### config.mk
export PLATFORM = sky130hd
export DESIGN_NAME = overlap_framer
export DESIGN_NICKNAME = d
export VERILOG_FILES = /design/src/rtl/overlap_framer.sv
export SDC_FILE = /design/constraint.sdc
export NUM_CORES = 1
export LEC_CHECK = 0
export CORE_ASPECT_RATIO = 1.1
export CORE_MARGIN = 5
export CORE_UTILIZATION = 55
export CTS_BUF_LIST = sky130_fd_sc_hd__clkbuf_8
export CTS_CLUSTER_SIZE = 12
export DETAILED_ROUTE_END_ITERATION = 10
export PLACE_DENSITY_LB_ADDON = 0.15
export REMOVE_ABC_BUFFERS = 1
export SLEW_MARGIN = 20
export SYNTH_ARGS = -nofsm -noshare
export SYNTH_HDL_FRONTEND = slang
export SYNTH_SLANG_ARGS = --single-unit
### constraint.sdc
create_clock -name clock -period 3.9 [get_ports clock]
set_clock_uncertainty 0.05 [all_clocks]
set_input_delay 0.78 -clock clock [delete_from_list [all_inputs] [get_ports clock]]
set_output_delay 0.78 -clock clock [all_outputs]
set_load 0.1 [all_outputs]
### src/rtl/overlap_framer.sv
// Splits a continuous 64-bit PCM word stream into 50%-overlapping frames:
// each frame is the previous half-frame followed by the newest half-frame.
module overlap_framer #(
  parameter int HALF_WORDS = 4,
  parameter int CW         = $clog2(HALF_WORDS)
) (
  input  logic        clock,
  input  logic        reset,
  input  logic        load,
  input  logic [63:0] dataIn,
  output logic        in_ready,
  input  logic        clear,
  output logic        out_valid,
  input  logic        out_ready,
  output logic [63:0] dataOut,
  output logic        out_first,
  output logic        out_last
);

  typedef enum logic [1:0] {
    FILL     = 2'd0,
    EMIT_OLD = 2'd1,
    EMIT_NEW = 2'd2
  } state_t;

  localparam logic [CW-1:0] LAST_IDX = CW'(HALF_WORDS - 1);

  state_t        state, state_nx;
  logic [CW-1:0] wr_cnt, rd_cnt;
  logic [63:0]   old_buf [HALF_WORDS];
  logic [63:0]   new_buf [HALF_WORDS];
  logic          clear_pend;

  logic in_xfer, out_xfer, wr_last, rd_last;

  assign wr_last  = (wr_cnt == LAST_IDX);
  assign rd_last  = (rd_cnt == LAST_IDX);
  assign in_xfer  = load && in_ready;
  assign out_xfer = out_valid && out_ready;

  // Outputs decode registered state only; load/out_ready steer next state alone.
  always_comb begin
    // NOTE: every output gets a default first so no path leaves a latch behind.
    state_nx  = state;
    in_ready  = 1'b0;
    out_valid = 1'b0;
    dataOut   = '0;
    out_first = 1'b0;
    out_last  = 1'b0;
    case (state)
      FILL: begin
        in_ready = 1'b1;
        if (load && wr_last) state_nx = EMIT_OLD;
      end
      EMIT_OLD: begin
        out_valid = 1'b1;
        dataOut   = old_buf[rd_cnt];
        out_first = (rd_cnt == '0);
        if (out_ready && rd_last) state_nx = EMIT_NEW;
      end
      EMIT_NEW: begin
        out_valid = 1'b1;
        dataOut   = new_buf[rd_cnt];
        out_last  = rd_last;
        if (out_ready && rd_last) state_nx = FILL;
      end
      default: state_nx = FILL;
    endcase
  end

  always_ff @(posedge clock or negedge reset) begin
    // NOTE: non-blocking assignments so every register samples pre-edge values.
    if (!reset) begin
      state      <= FILL;
      wr_cnt     <= '0;
      rd_cnt     <= '0;
      clear_pend <= 1'b0;
      for (int i = 0; i < HALF_WORDS; i++) old_buf[i] <= '0;
    end else begin
      state <= state_nx;

      if (in_xfer) wr_cnt <= wr_last ? '0 : wr_cnt + CW'(1);
      // rd_cnt wraps to zero at both half boundaries since HALF_WORDS is 2^CW.
      if (out_xfer) rd_cnt <= rd_cnt + CW'(1);

      if (clear) begin
        if (state == FILL) begin
          for (int i = 0; i < HALF_WORDS; i++) old_buf[i] <= '0;
        end else begin
          clear_pend <= 1'b1;
        end
      end

      // End of frame: the half just emitted becomes the history half.
      if (state == EMIT_NEW && out_xfer && rd_last) begin
        for (int i = 0; i < HALF_WORDS; i++)
          old_buf[i] <= (clear_pend || clear) ? 64'h0 : new_buf[i];
        clear_pend <= 1'b0;
      end
    end
  end

  // NOTE: new_buf is deliberately unreset; it is always fully written before it is read.
  always_ff @(posedge clock) begin
    if (in_xfer) new_buf[wr_cnt] <= dataIn;
  end

endmodule
==> metrics.yaml <==
fin_util_pct: 66.23
dieArea_mm2: 0.04298
r2r_slack_ns: 0.85
die_w_um: 198.1
timing.final.crit_share_pct: 96.07
synth_edf_count: 256
post_cts_buffers: 0
start_util_pct: 55.93
cts-root-buf: "clkbuf_8"
antenna_found_initial: 3
hold_slack_ns: 0.1991
p_per_area_mw_per_mm2: 611.5
critPathRequiredTime_ns: 3.07
path_clk_slew_ns: 0.06
netlist.area_leader.share_pct: 35.90
yosysTopAreaCell: "edfxtp_1"
post-route-min-period_ns: 3.747
start_kind: "flop"
cts_tree: "done"
clk_latency_ns: 0.62
critPathKind: "reg -> out"
wl_um: 48580
cts_hold_buf: 0
max-clock-path-buffers: 3
synth_top_flop_cell: "dfrtp_1"
drt_pass1_iterations: 5
cts-htree-levels: 3
path_max_fanout: 32
avgSynthCellArea_um2: 15.51
synth_cell_types: 28
slowest_stage: "buf_4"
path_delay_family: "buffers and inverters"
rsz0062_at_grt: "no"
drc_errors: 0
drive_gt1_share_pct: 14.91
timing.critical_path.cells: "inv_1 > ha_2 > nand3_4 > buf_4 > o22ai_1 > or2_1 > buf_12"
cts_sinks: 519
fillers: 2687
dp_hpwl_um: 26700
grt_first_pass_wirelength_um: 76450
hold_viol: 0
area_growth_pct: 18.41
worst_r2r_path_depth: 7
seq_area_frac_synth_pct: 66.64
place_congestion: 0.7404
crit_buf_inv: 3
r2r_end: "old_buf[104]$_DFFE_PN0P_"
numCtsBuffers: 82
crit_arrival_ns: 2.92
grt_start_max_net_pins: 153
fmax_mhz: 266.9
fin_nets: 1603
gr-usage-all-layers_pct: 22.57
p_leak_uw: 0.01078
grt_pass1_vias: 13580
rr_startpoint: "rd_cnt[1]$_DFFE_PN0P_"
synth_warnings: 0
slew_violations: 0
synthTopCellsByArea: "edfxtp_1 (36%), dfrtp_1 (31%), mux2i_1 (12%), a22o_1 (10%), o22ai_1 (3.7%)"
timing.slew.headroom_pct: 40.48
synth_seq_cells: 519
first_iter_violations: 1100
yosysMostFrequentCell: "dfrtp_1"
syn-cell-area_mm2: 0.02141
end_kind: "output port"
hold_path.class: "in -> async"
async_flop_share_pct: 50.67
syn-instance-count: 1381
core_mm2: 0.03829
die_h_um: 216.9
worstMarginPinSlew_ns: 0.8928
cpPeakStageDelay_ns: 0.46
num_vias: 12950
max-cap-violations: 0
ant_nets: 0
rows: 75
setup_viol: 0
synthTopCellsByCount: "dfrtp_1 (263), a22o_1 (256), edfxtp_1 (256), mux2i_1 (256), o22ai_1 (128)"
wl_per_cell_um: 23.23
status: "complete, no violations"
io_buffers: 136
vdd_ir_drop_max_uv: 707.0
grt.overflow.total: 0
finalPower_uw: 15510
ios: 137
vias_per_cell: 6.192
[metal layers]
| layer | vias up | routed length [µm] | global-route usage [%] |
|---|---|---|---|
| li1 | 5738 | - | - |
| met1 | 6668 | 20810 | 31.13 |
| met2 | 432 | 23510 | 36.44 |
| met3 | 105 | 3048 | 4.547 |
| met4 | 4 | 1182 | 7.300 |
| met5 | - | 26 | 0 |
[timing repair]
item,in CTS,in global routing
cloned,1,0
setup endpoints to repair,18,1
pin swaps,1,0
gates resized for setup,2,1
endpoints found under the hold margin,0,0
[power by group]
group | total (µW) | internal (µW) | switching [µW]
Combinational | 4180 | 1490 | 2690
Sequential | 6690 | 6360 | 330
Clock | 4630 | 2540 | 2090
Total | 15500 | 10400 | 5110
[sequential cells by signal, indices dropped and copies added, names as in the netlist]
register    cells
new_buf       256
old_buf       256
rd_cnt          2
state           2
wr_cnt          2
clear_pend      1
[layout by cell type, fill, tap and decap left out, types with 2 or more instances in the layout]
| master | synthesis | layout |
|---|---|---|
| nand2_1 | 3 | 3 |
| nand3b_1 | 2 | 2 |
| or2_1 | 64 | 64 |
| and3_4 | 0 | 4 |
| clkinv_2 | 0 | 11 |
| and2_1 | 2 | 2 |
| clkinv_1 | 0 | 5 |
| clkinvlp_4 | 0 | 3 |
| buf_6 | 25 | 2 |
| mux2i_1 | 256 | 256 |
| nand3_4 | 0 | 2 |
| ha_1 | 10 | 9 |
| buf_12 | 0 | 71 |
| clkbuf_8 | 0 | 101 |
| clkdlybuf4s50_1 | 0 | 67 |
| dfrtp_1 | 263 | 262 |
| a22o_1 | 256 | 256 |
| buf_4 | 31 | 30 |
| o22ai_1 | 128 | 128 |
| bufinv_16 | 0 | 3 |
| mux2_2 | 4 | 4 |
| edfxtp_1 | 256 | 256 |
| inv_1 | 7 | 34 |
| a21oi_1 | 3 | 3 |
[kinds of logic (layout without fill, tap and decap cells)]
group	after synthesis	after routing	share of synthesized area, %
flip-flops	519	519	66.64
AO/OA/AOI/OAI	391	391	14.43
multiplexers	260	260	12.18
buffers and inverters	120	328	3.804
AND/OR/NAND/NOR	80	81	2.325
adder cells (fa/ha/maj)	10	10	0.5843
XOR/XNOR	1	1	0.04091
other	0	1	0
[worst max path at each step]
stage	from	to	slack, ns	cells after the start
final	state[0]$_DFFE_PN0P_	dataOut[36]	0.15	7
after global routing	state[0]$_DFFE_PN0P_	dataOut[34]	0.04	7
after CTS	state[0]$_DFFE_PN0P_	dataOut[46]	0.11	7
after detailed placement	state[0]$_DFFE_PN0P_	dataOut[46]	0.68	7
after global placement	state[0]$_DFFE_PN0P_	dataOut[31]	0.72	7
after floorplan	rd_cnt[1]$_DFFE_PN0P_	old_buf[0]$_DFFE_PN0P_	-12.92	4
[stage by stage]
stage                     cells  instance area, µm²  setup TNS, ns  worst slack [ns]
final                      2091               25360              0            0.1534
after global routing       2091               25360              0           0.03977
after CTS                  2090               25350              0            0.1103
after detailed placement   1939               23660              0            0.6791
after global placement     1939               23660              0            0.7221
after floorplan            1268               20620       -3739.13            -12.92
[final cells by class]
cell class / count / area [µm²] / share of cell area [%]
diodes: 1 / 2.502 / 0.009869
clock buffers: 101 / 1390 / 5.482
clock inverters: 49 / 287.8 / 1.135
inverters: 7 / 26.28 / 0.1036
multi-input cells: 743 / 6396 / 25.23
flip-flops and latches: 519 / 14270 / 56.29
well taps: 500 / 625.6 / 2.467
repair buffers: 171 / 2355 / 9.287
(Power assumes the default switching activity.)
==> RTL change: new RTL, same flow settings <==
The 3 states of `state_t` get a one-hot encoding in 3 bits.
--- a/src/rtl/overlap_framer.sv
+++ b/src/rtl/overlap_framer.sv
@@ -18,8 +18,8 @@
 );
 
-  typedef enum logic [1:0] {
-    FILL     = 2'd0,
-    EMIT_OLD = 2'd1,
-    EMIT_NEW = 2'd2
+  typedef enum logic [2:0] {
+    FILL     = 3'b001,
+    EMIT_OLD = 3'b010,
+    EMIT_NEW = 3'b100
   } state_t;
 
Behaviour: same outputs for any inputs over 4 cycles, from zero or initial values and one cycle with reset low; so few cycles prove little.
==> RTL change against the unedited design <==
  * Synthesized area grew 0.43%
  * Setup slack lost 88 ps
  * Sequential cell count grew 1
  * Routed wire length shrank 0.24%
  * Register-to-register slack gained 220 ps
  * Critical path type unchanged
  * Design area grew 0.89%
  * Total power shrank 9.0%
  * First-iteration DRC count shrank 16%
==> RTL change: results (changes against the unedited design) <==
yosys:
  synth_edf_count: 256  # unchanged
  ys_top_cells_by_area: "edfxtp_1 36%, dfrtp_1 31%, mux2i_1 12%, a22o_1 10%, o22ai_1 3.7%"  # unchanged
  synth_cell_types: 34  # was 28
  ys_seq_area_frac: 0.665  # was 0.666
  syn_inst: 1391  # was 1381
  async_flop_share: 0.508  # was 0.507
global_routing:
  grt_pass1_wl_um: 75600  # was 76500 µm
  antenna_found_initial: 4  # was 3
  grt_start_max_net_pins: 143  # was 153
  grt_pass1_vias: 13600  # about the same
  grt_usage: 0.223  # was 0.226
  met1_usage: 0.313  # was 0.311
  grt_use_met2: 0.360  # was 0.364
  met3_usage: 0.0381  # was 0.0455
detailed_routing:
  drt-met1-wl_um: 20900  # was 20800 µm
  first_iter_violations: 922  # was 1100
  wirelength_um: 48500  # was 48600 µm
  wl_per_cell_um: 23.0  # was 23.2 µm
  wl_met3_um: 2910  # was 3050 µm
  vias: 12900  # about the same
final_layout:
  top_regs: "new_buf (256), old_buf (256), state (3)"  # was new_buf (256), old_buf (256)
  fill_cells: 2827  # was 2687
  nets: 1607  # was 1603
  drive_above_1_share: 0.156  # was 0.149
sta:
  worst_pin_slew_ps: 1080  # was 893 ps
run_status:
  status: "finished, final reports clean"  # unchanged
power:
  ir_worst_vdd_uv: 398  # was 707 µV
  p_leak_nw: 10.9  # was 10.8 nW
setup_path:
  cp_slowest_cell: "or4b_4"  # was buf_4
  worst_r2r_path_depth: 5  # was 7
  worstPathMaxFanout: 64  # was 32
  slowest_delay_ps: 890  # was 460 ps
  arrival_ps: 3010  # was 2920 ps
placement:
  place_congestion: 0.765  # was 0.740
  placedCellCount: 1955  # was 1939
  dpl_cell_area_um2: 23800  # was 23700 µm²
  dpl_worst_slack_ps: 661  # was 679 ps
clock_network:
  numCtsBuffers: 81  # was 82
RTL change: final timing paths:
kind / end / slack [ps] / start
hold / removal: old_buf[95] / 120 / reset
setup / recovery: dataOut[8] / 60 / state[0]
hold reg to reg: old_buf[225] / 430 / new_buf[0][33]
setup reg to reg: old_buf[125] / 1070 / rd_cnt[0]
min in group clock: old_buf[225] / 430 / new_buf[0][33]
max in group asynchronous: old_buf[146] / 2710 / reset
RTL change: report_power, final:
part	leakage [nW]	internal (mW)	switching [mW]
registers	6.02	6.40	0.340
logic	3.89	1.05	1.65
clock network	0.980	2.60	2.08
RTL change: timing repair:
| action | in CTS | in global routing |
|---|---|---|
| endpoints found under the setup margin | 8 | 8 |
| gates cloned | 0 | 1 |
| resized for setup | 2 | 5 |
| setup buffers | 0 | 0 |
| pin swaps | 0 | 2 |
| hold buffers | 0 | 0 |
RTL change: kinds of logic after synthesis:
| family | share of synthesized area |
|---|---|
| adders and majority gates | 0.00349 |
| and+or+nand+nor | 0.0290 |
| DFF | 0.665 |
| xor gates and xnor gates | 0.000815 |
| AOI/OAI and AO/OA | 0.144 |
| buffers and inverters | 0.0387 |
| muxes | 0.120 |
RTL change: final cells by class:
type	instances	area, µm²	share of cell area
clock inverter	45	274	0.0107
tap	507	634	0.0248
clock buffer	104	1430	0.0560
multi-input combinational	752	6470	0.253
inverter	4	15.0	0.000587
timing repair buffer	173	2450	0.0958
antenna	1	2.50	0.0000978
sequential	520	14300	0.559
RTL change: metrics by stage:
stage                     hold slack (ps)  setup TNS (ps)
final                                 122               0
after global routing                  178               0
after CTS                             144               0
after detailed placement              428               0
after global placement                420               0
after floorplan                       417        -3458860
RTL change: critical path: cells and delay by family, from the launching register on:
family                 cells  cell delay (ps)
DFF                        1              720
AOI/OAI and AO/OA          1              230
buffers and inverters      1              180
and+or+nand+nor            2             1240
